[src/rtl/hilo_div_sequencer.sv]
// Multi-cycle radix-2 restoring divider for DIV/DIVU that owns the {HI,LO} result path.
// State | meaning: IDLE | waiting for start; BUSY | one quotient bit per cycle; DONE | result held until res_ready.
module hilo_div_sequencer #(
    parameter int WIDTH = 32
) (
    input  logic               clk,
    input  logic               rst,
    input  logic               start,
    input  logic               is_signed,
    input  logic [WIDTH-1:0]   dividend,
    input  logic [WIDTH-1:0]   divisor,
    input  logic               flush,
    output logic               busy,
    output logic               stall,
    output logic               res_valid,
    input  logic               res_ready,
    output logic [2*WIDTH-1:0] hilo_data
);

    localparam int CW = $clog2(WIDTH + 1);

    typedef enum logic [1:0] {
        IDLE = 2'd0,
        BUSY = 2'd1,
        DONE = 2'd2
    } state_t;

    state_t          state, state_nxt;
    logic [CW-1:0]   count;
    logic [WIDTH-1:0] rem, quo, dvs_mag;
    logic            quo_neg, rem_neg;

    logic            dvd_neg, dvs_neg, accept, last_iter, step_ok;
    logic [WIDTH-1:0] dvd_abs, dvs_abs, rem_step, quo_step;
    logic [WIDTH:0]  rem_sh, diff;

    assign dvd_neg   = is_signed & dividend[WIDTH-1];
    assign dvs_neg   = is_signed & divisor[WIDTH-1];
    assign dvd_abs   = dvd_neg ? -dividend : dividend;
    assign dvs_abs   = dvs_neg ? -divisor  : divisor;
    assign accept    = (state == IDLE) && start && !flush;
    assign last_iter = (state == BUSY) && (count == CW'(1));

    // Trial subtract in WIDTH+1 bits: the borrow bit decides keep vs restore.
    assign rem_sh    = {rem, quo[WIDTH-1]};
    assign diff      = rem_sh - {1'b0, dvs_mag};
    assign step_ok   = ~diff[WIDTH];
    assign rem_step  = step_ok ? diff[WIDTH-1:0] : rem_sh[WIDTH-1:0];
    assign quo_step  = {quo[WIDTH-2:0], step_ok};

    always_ff @(posedge clk or negedge rst) begin
        if (!rst) state <= IDLE;
        else      state <= state_nxt;
    end

    always_comb begin
        state_nxt = state;
        busy      = (state != IDLE);
        res_valid = (state == DONE);
        stall     = accept || (state == BUSY) || ((state == DONE) && !res_ready);
        case (state)
            IDLE:    if (accept) state_nxt = (divisor == '0) ? DONE : BUSY;
            BUSY:    if (last_iter) state_nxt = DONE;
            DONE:    if (res_ready) state_nxt = IDLE;
            default: state_nxt = IDLE;
        endcase
        if (flush) state_nxt = IDLE;
    end

    always_ff @(posedge clk or negedge rst) begin
        if (!rst) begin
            count   <= '0;
            rem     <= '0;
            quo     <= '0;
            dvs_mag <= '0;
            quo_neg <= 1'b0;
            rem_neg <= 1'b0;
        end else if (accept) begin
            dvs_mag <= dvs_abs;
            quo_neg <= dvd_neg ^ dvs_neg;
            rem_neg <= dvd_neg;
            if (divisor == '0) begin
                // Divide by zero reports the raw dividend, no sign fix-up.
                rem   <= dividend;
                quo   <= '1;
                count <= '0;
            end else begin
                rem   <= '0;
                quo   <= dvd_abs;
                count <= CW'(WIDTH);
            end
        end else if ((state == BUSY) && !flush) begin
            count <= count - CW'(1);
            if (last_iter) begin
                rem <= rem_neg ? -rem_step : rem_step;
                quo <= quo_neg ? -quo_step : quo_step;
            end else begin
                rem <= rem_step;
                quo <= quo_step;
            end
        end
    end

    assign hilo_data = {rem, quo};

endmodule
[config.mk]
export PLATFORM = sky130hd
export DESIGN_NAME = hilo_div_sequencer
export DESIGN_NICKNAME = d
export VERILOG_FILES = /design/src/rtl/hilo_div_sequencer.sv
export SDC_FILE = /design/constraint.sdc
export NUM_CORES = 1
export LEC_CHECK = 0
export BUFFER_PORTS_ARGS = -buffer_cell sky130_fd_sc_hd__buf_2
export CAP_MARGIN = 20
export CORE_ASPECT_RATIO = 0.8
export CORE_MARGIN = 10
export CORE_UTILIZATION = 51
export DETAILED_ROUTE_END_ITERATION = 6
export PLACE_DENSITY = 0.74
export SLEW_MARGIN = 40
export SYNTH_ARGS = -nofsm -noshare
export SYNTH_HDL_FRONTEND = slang
export SYNTH_SLANG_ARGS = --single-unit
[constraint.sdc]
create_clock -name clk -period 4.4 [get_ports clk]
set_input_delay 0.66 -clock clk [delete_from_list [all_inputs] [get_ports clk]]
set_output_delay 0.66 -clock clk [all_outputs]
set_load 0.1 [all_outputs]
==> results_dict.tcl, run 1 <==
set metrics [dict create \
    drc_errors 0 \
    dpl-instance-area_sq_mm 0.0117 \
    critical_path_class "flip-flop to flip-flop" \
    grt_use_total_pct 26.0 \
    final_area_sq_mm 0.0122 \
    hold_buffers 0 \
    clock_sinks 106 \
    core_sq_mm 0.0197 \
    via_per_inst 6.14 \
    grt_pass1_wl_microns 55300 \
    clock_skew_ps 9.73 \
    ys_types 79 \
    root_buffer "clkbuf_16" \
    dieArea_sq_mm 0.0261 \
    dieWidth_microns 178 \
    die_h_microns 146 \
    period_share_pct 96.2 \
    syn_area_sq_mm 0.0102 \
    pin_count 137 \
    start_kind "flip-flop" \
    stdcell_count 1774 \
    cts-root-to-sink-buffers 2 \
    final_common_cell "nand2_1" \
    rows 46 \
    max_stage_delay_ps 520 \
    status "finished, final reports clean" \
    ys_seq_area_share_pct 26.0 \
    ys_warn_count 0 \
    fill_cells 1846 \
    area_delta_synth_final_pct 19.2 \
    numCtsBuffers 9 \
    grt_pass1_vias 10400 \
    cpMostUsedCell "o21ai_4" \
    endpoint_kind "flip-flop" \
    cp_slowest_cell "or4b_4" \
    cts.clk_slew.worst_paths_ps 80 \
    drtAntennaViolNets 0 \
    worst_pin_slew_ps 810 \
    placed_cells 1747 \
    synth.area.top_cells "dfrtp_1 26%, nand2_1 6.3%, a21oi_1 6.1%" \
    final_hold_viol_count 0 \
    drive_above_1_share_pct 21.9 \
    setup_viol 0 \
    routed_wl_microns 35100 \
    synth_area_leader_cell "dfrtp_1" \
    regArea_sq_mm 0.00275 \
    dp_hpwl_microns 26600 \
    drtIter0Drc 1181 \
    vias 10900 \
    antenna_found_initial 1 \
    insertion_delay_ps 370 \
    worstPathRequired_ps 4660 \
    async_flop_share_pct 100 \
    layout_common_cells "168 x nand2_1, 135 x buf_2, 127 x nor2_1" \
    grt_overflow 0 \
    layout_min_cycle_time_ps 4230 \
    cap_violations 0 \
    crit_arrival_ps 4490 \
    slew_viol_final 0 \
    grt_max_degree 61 \
    multiInputGateArea_sq_mm 0.00738 \
    path_delay_family "simple AND/OR/NAND/NOR gates" \
    synth_edf_count 0 \
    path_cells "ha_1 > a21oi_2 > o21ai_4 > a22oi_2 > nand2_1 > o21ai_4 > xnor2_4 > inv_4 > mux2i_4 > ha_2 > or4b_4 > nor4_4 > o22ai_2 > nor4b_4 > buf_4 > mux2i_1 > or2_1" \
    final_nets 1613 \
    hp-class "input pin to async pin" \
    cts_tree "built" \
    relSlewSlack_pct 46.0 \
    synth_seq_cells 106 \
    syn-instance-count 1365 \
    ys.flop_type "dfrtp_1" \
    h-tree-depth 3 \
    synth_nets 1474 \
    gp_congestion 0.980 \
    io_buffers 136 \
    path_max_fanout 6 \
    start_util_pct 51.6 \
    synth_top_area_share_pct 26.0 \
    worst_slack_ps 167 \
    pre_cts_slack_ps -50.4 \
    synth_area_per_cell_sq_um 7.47 \
    maxClockFrequency_ghz 0.236 \
    dr.pass1.iters 6 \
    worst-path-buf-inv 2 \
    rsz0062_at_grt "yes" \
    wire_per_inst_microns 19.8 \
    fin_util_pct 61.6 \
]
final cells by class:
cell class	instances	area share, %
clock inverter	5	0.515
timing repair buffer	201	9.77
tap	264	2.72
inverter	55	1.72
multi-input combinational	1131	60.7
antenna	1	0.0206
clock buffer	11	1.92
sequential	106	22.6
logic make-up (layout without fill, tap and decap cells):
family / Yosys count / after routing / share of synthesized area (%)
xor gates and xnor gates: 132 / 132 / 11.4
AOI/OAI and AO/OA: 426 / 426 / 25.6
muxes: 35 / 35 / 3.52
other: 0 / 1 / 0
and+or+nand+nor: 499 / 499 / 23.5
DFF: 106 / 106 / 26.0
buffers and inverters: 128 / 272 / 5.11
adders and majority gates: 39 / 39 / 4.86
timing repair:
action | in CTS | in global routing
setup endpoints to repair | 3 | 18
gates resized for setup | 0 | 24
setup buffers | 1 | 9
pin swaps | 1 | 10
path summary, 6_finish.rpt:
check | to | slack (ps) | from | cells after the start
max | rem[28]$_DFFE_PN0P_ | 170 | rem[22]$_DFFE_PN0P_ | 17
min | dvs_mag[28]$_DFFE_PN0P_ | 260 | rst | 1
max reg2reg | rem[28]$_DFFE_PN0P_ | 170 | rem[22]$_DFFE_PN0P_ | 17
min reg2reg | dvs_mag[14]$_DFFE_PN0P_ | 490 | dvs_mag[14]$_DFFE_PN0P_ | 2
max in group asynchronous | rem[8]$_DFFE_PN0P_ | 3350 | rst | 2
min in group clk | dvs_mag[14]$_DFFE_PN0P_ | 490 | dvs_mag[14]$_DFFE_PN0P_ | 2
cells in the mapped netlist (all sizes together), types with 28 or more instances:
| library cell | instances |
|---|---|
| clkbuf | 47 |
| ha | 38 |
| dfrtp | 106 |
| nor2 | 131 |
| inv | 55 |
| nand2 | 170 |
| nor3 | 46 |
| a21oi | 127 |
| xor2 | 61 |
| xnor2 | 71 |
| mux2i | 28 |
| o21ai | 130 |
state kept, by name, indices dropped and copies added, names as in the netlist:
register  flops
dvs_mag      32
quo          32
rem          32
count         6
state         2
quo_neg       1
rem_neg       1
metal layers:
layer,share of wire [%],GRT usage (%),up-vias
met5,0,0,-
met4,2.1,7.32,0
met3,9.0,5.70,58
met2,46,40.9,479
met1,43,34.9,5174
li1,-,-,5189
stage by stage:
stage               TNS (ps)  hold WS (ps)
finish                     0           260
global route           -27.9           296
CTS                        0           405
detailed placement     -87.1           474
global placement           0           463
floorplan               -315           364
Power of run 1 is not shown: default switching activity piles up to over one toggle a cycle in this logic, so the estimate is an artifact.
==> inputs of run 2 (changes only) <==
CORE_UTILIZATION = 25   (was 51)
PLACE_DENSITY = 0.42   (was 0.74)
SETUP_SLACK_MARGIN = 0.1   (was not set)
TNS_END_PERCENT = 30   (was not set)
==> run 2 against run 1 <==
Net effect: routed wire length rose by 20%; fmax increased by 0.58%; die area up 89%; non-clock buffer count rose by 11; via count decreased by 2.1%; count of clock-buffer cells in the layout fell by 1; setup slack better by 24 ps; sequential cell count did not move; cell count up 16%; hold slack lost 150 ps; design area grew 4.4%; global-route usage shrank 9.3 points.
==> results_dict.tcl, run 2 (synthesized netlist as in run 1, its figures left out) <==
set metrics [dict create \
    cap_violations 0 \
    dp_hpwl_microns 32900 \
    clock_skew_ps 10.3 \
    area_delta_synth_final_pct 24.5 \
    clock_sinks 106 \
    relSlewSlack_pct 48.6 \
    drtAntennaViolNets 0 \
    h-tree-depth 3 \
    grt_pass1_wl_microns 64800 \
    critical_path_class "flip-flop to flip-flop" \
    gp_congestion 0.889 \
    final_common_cell "nand2_1" \
    hp-class "input pin to async pin" \
    routed_wl_microns 42100 \
    fill_cells 4450 \
    path_max_fanout 8 \
    vias 10700 \
    cts.clk_slew.worst_paths_ps 80 \
    grt_use_total_pct 16.7 \
    root_buffer "clkbuf_16" \
    grt_overflow 0 \
    numCtsBuffers 9 \
    layout_common_cells "166 x nand2_1, 135 x buf_2, 127 x nor2_1" \
    dieArea_sq_mm 0.0493 \
    cts_tree "built" \
    reg2regPathDepth 17 \
    period_share_pct 95.7 \
    grt_pass1_vias 10600 \
    antenna_found_initial 4 \
    slew_viol_final 0 \
    regArea_sq_mm 0.00275 \
    die_h_microns 201 \
    drc_errors 0 \
    final_nets 1624 \
    drive_above_1_share_pct 23.1 \
    start_kind "flip-flop" \
    core_sq_mm 0.0405 \
    worst_pin_slew_ps 771 \
    io_buffers 136 \
    cts-root-to-sink-buffers 2 \
    worstPathRequired_ps 4680 \
    rows 66 \
    crit_arrival_ps 4490 \
    top_regs "dvs_mag x32, quo x32, rem x32" \
    multiInputGateArea_sq_mm 0.00743 \
    dr.pass1.iters 5 \
    final_hold_viol_count 0 \
    status "finished, final reports clean" \
    wire_per_inst_microns 20.4 \
    grt_max_degree 71 \
    via_per_inst 5.17 \
    pin_count 137 \
    start_util_pct 25.2 \
    drtIter0Drc 621 \
    setup_viol 0 \
    dieWidth_microns 246 \
    rsz0062_at_grt "yes" \
    layout_min_cycle_time_ps 4210 \
    insertion_delay_ps 390 \
    maxClockFrequency_ghz 0.238 \
    endpoint_kind "flip-flop" \
    pre_cts_slack_ps 6.42 \
    whs_ps 115 \
    worst_slack_ps 191 \
]
==> run 2: final timing paths <==
kind	startpoint	to	slack, ps
setup / recovery	rem[9]$_DFFE_PN0P_	rem[28]$_DFFE_PN0P_	190
hold / removal	rst	dvs_mag[29]$_DFFE_PN0P_	110
setup reg to reg	rem[9]$_DFFE_PN0P_	rem[28]$_DFFE_PN0P_	190
hold reg to reg	dvs_mag[10]$_DFFE_PN0P_	dvs_mag[10]$_DFFE_PN0P_	490
max in group asynchronous	rst	rem[7]$_DFFE_PN0P_	3670
min in group clk	dvs_mag[10]$_DFFE_PN0P_	dvs_mag[10]$_DFFE_PN0P_	490
==> run 2: cell type report <==
cell class | count | share of cell area, %
Antenna cell | 1 | 0.0197
Clock buffer | 10 | 1.88
Clock inverter | 6 | 0.523
Inverter | 55 | 1.63
Multi-Input combinational cell | 1131 | 58.6
Sequential cell | 106 | 21.6
Tap cell | 544 | 5.36
Timing Repair Buffer | 212 | 10.4
==> run 2: what timing repair did <==
item,in CTS,in global routing
hold endpoints to repair,0,0
resized for setup,0,31
hold buffers,0,0
endpoints found under the setup margin,4,21
buffers inserted,1,4
pin swaps,1,8
==> run 2: layer usage <==
metal	up-vias	GRT usage, %	routed length (microns)
li1	5227	-	-
met3	38	3.68	2000
met5	-	0	45
met4	6	2.80	580
met1	5137	23.1	20300
met2	261	26.4	19200
==> run 2: critical path, stage by stage (launching register included) <==
cell and delay [ps]:
dfrtp_4 520, ha_4 330, nand2_1 100, o211ai_1 380, a21oi_2 130, a21oi_2 220, o21ai_4 100, xnor2_4 220
inv_2 100, a21oi_1 240, ha_2 220, or4b_4 520, nor4_4 180, o22ai_2 140, nor4b_4 220, buf_4 190
mux2i_1 80, or2_1 200
==> run 2: through the flow <==
stage / instance area (sq um) / std cells / setup TNS (ps) / util [%]
2_1_floorplan: 10600 / 1365 / -315 / -
3_3_place_gp: 12200 / 2042 / 0 / 30.0
3_5_place_dp: 12200 / 2042 / 0 / 30.1
4_1_cts: 12500 / 2059 / 0 / 30.8
5_1_grt: 12700 / 2065 / 0 / 31.4
6_report: 12700 / 2065 / 0 / 31.4
Power of run 2 is left out for the same reason.
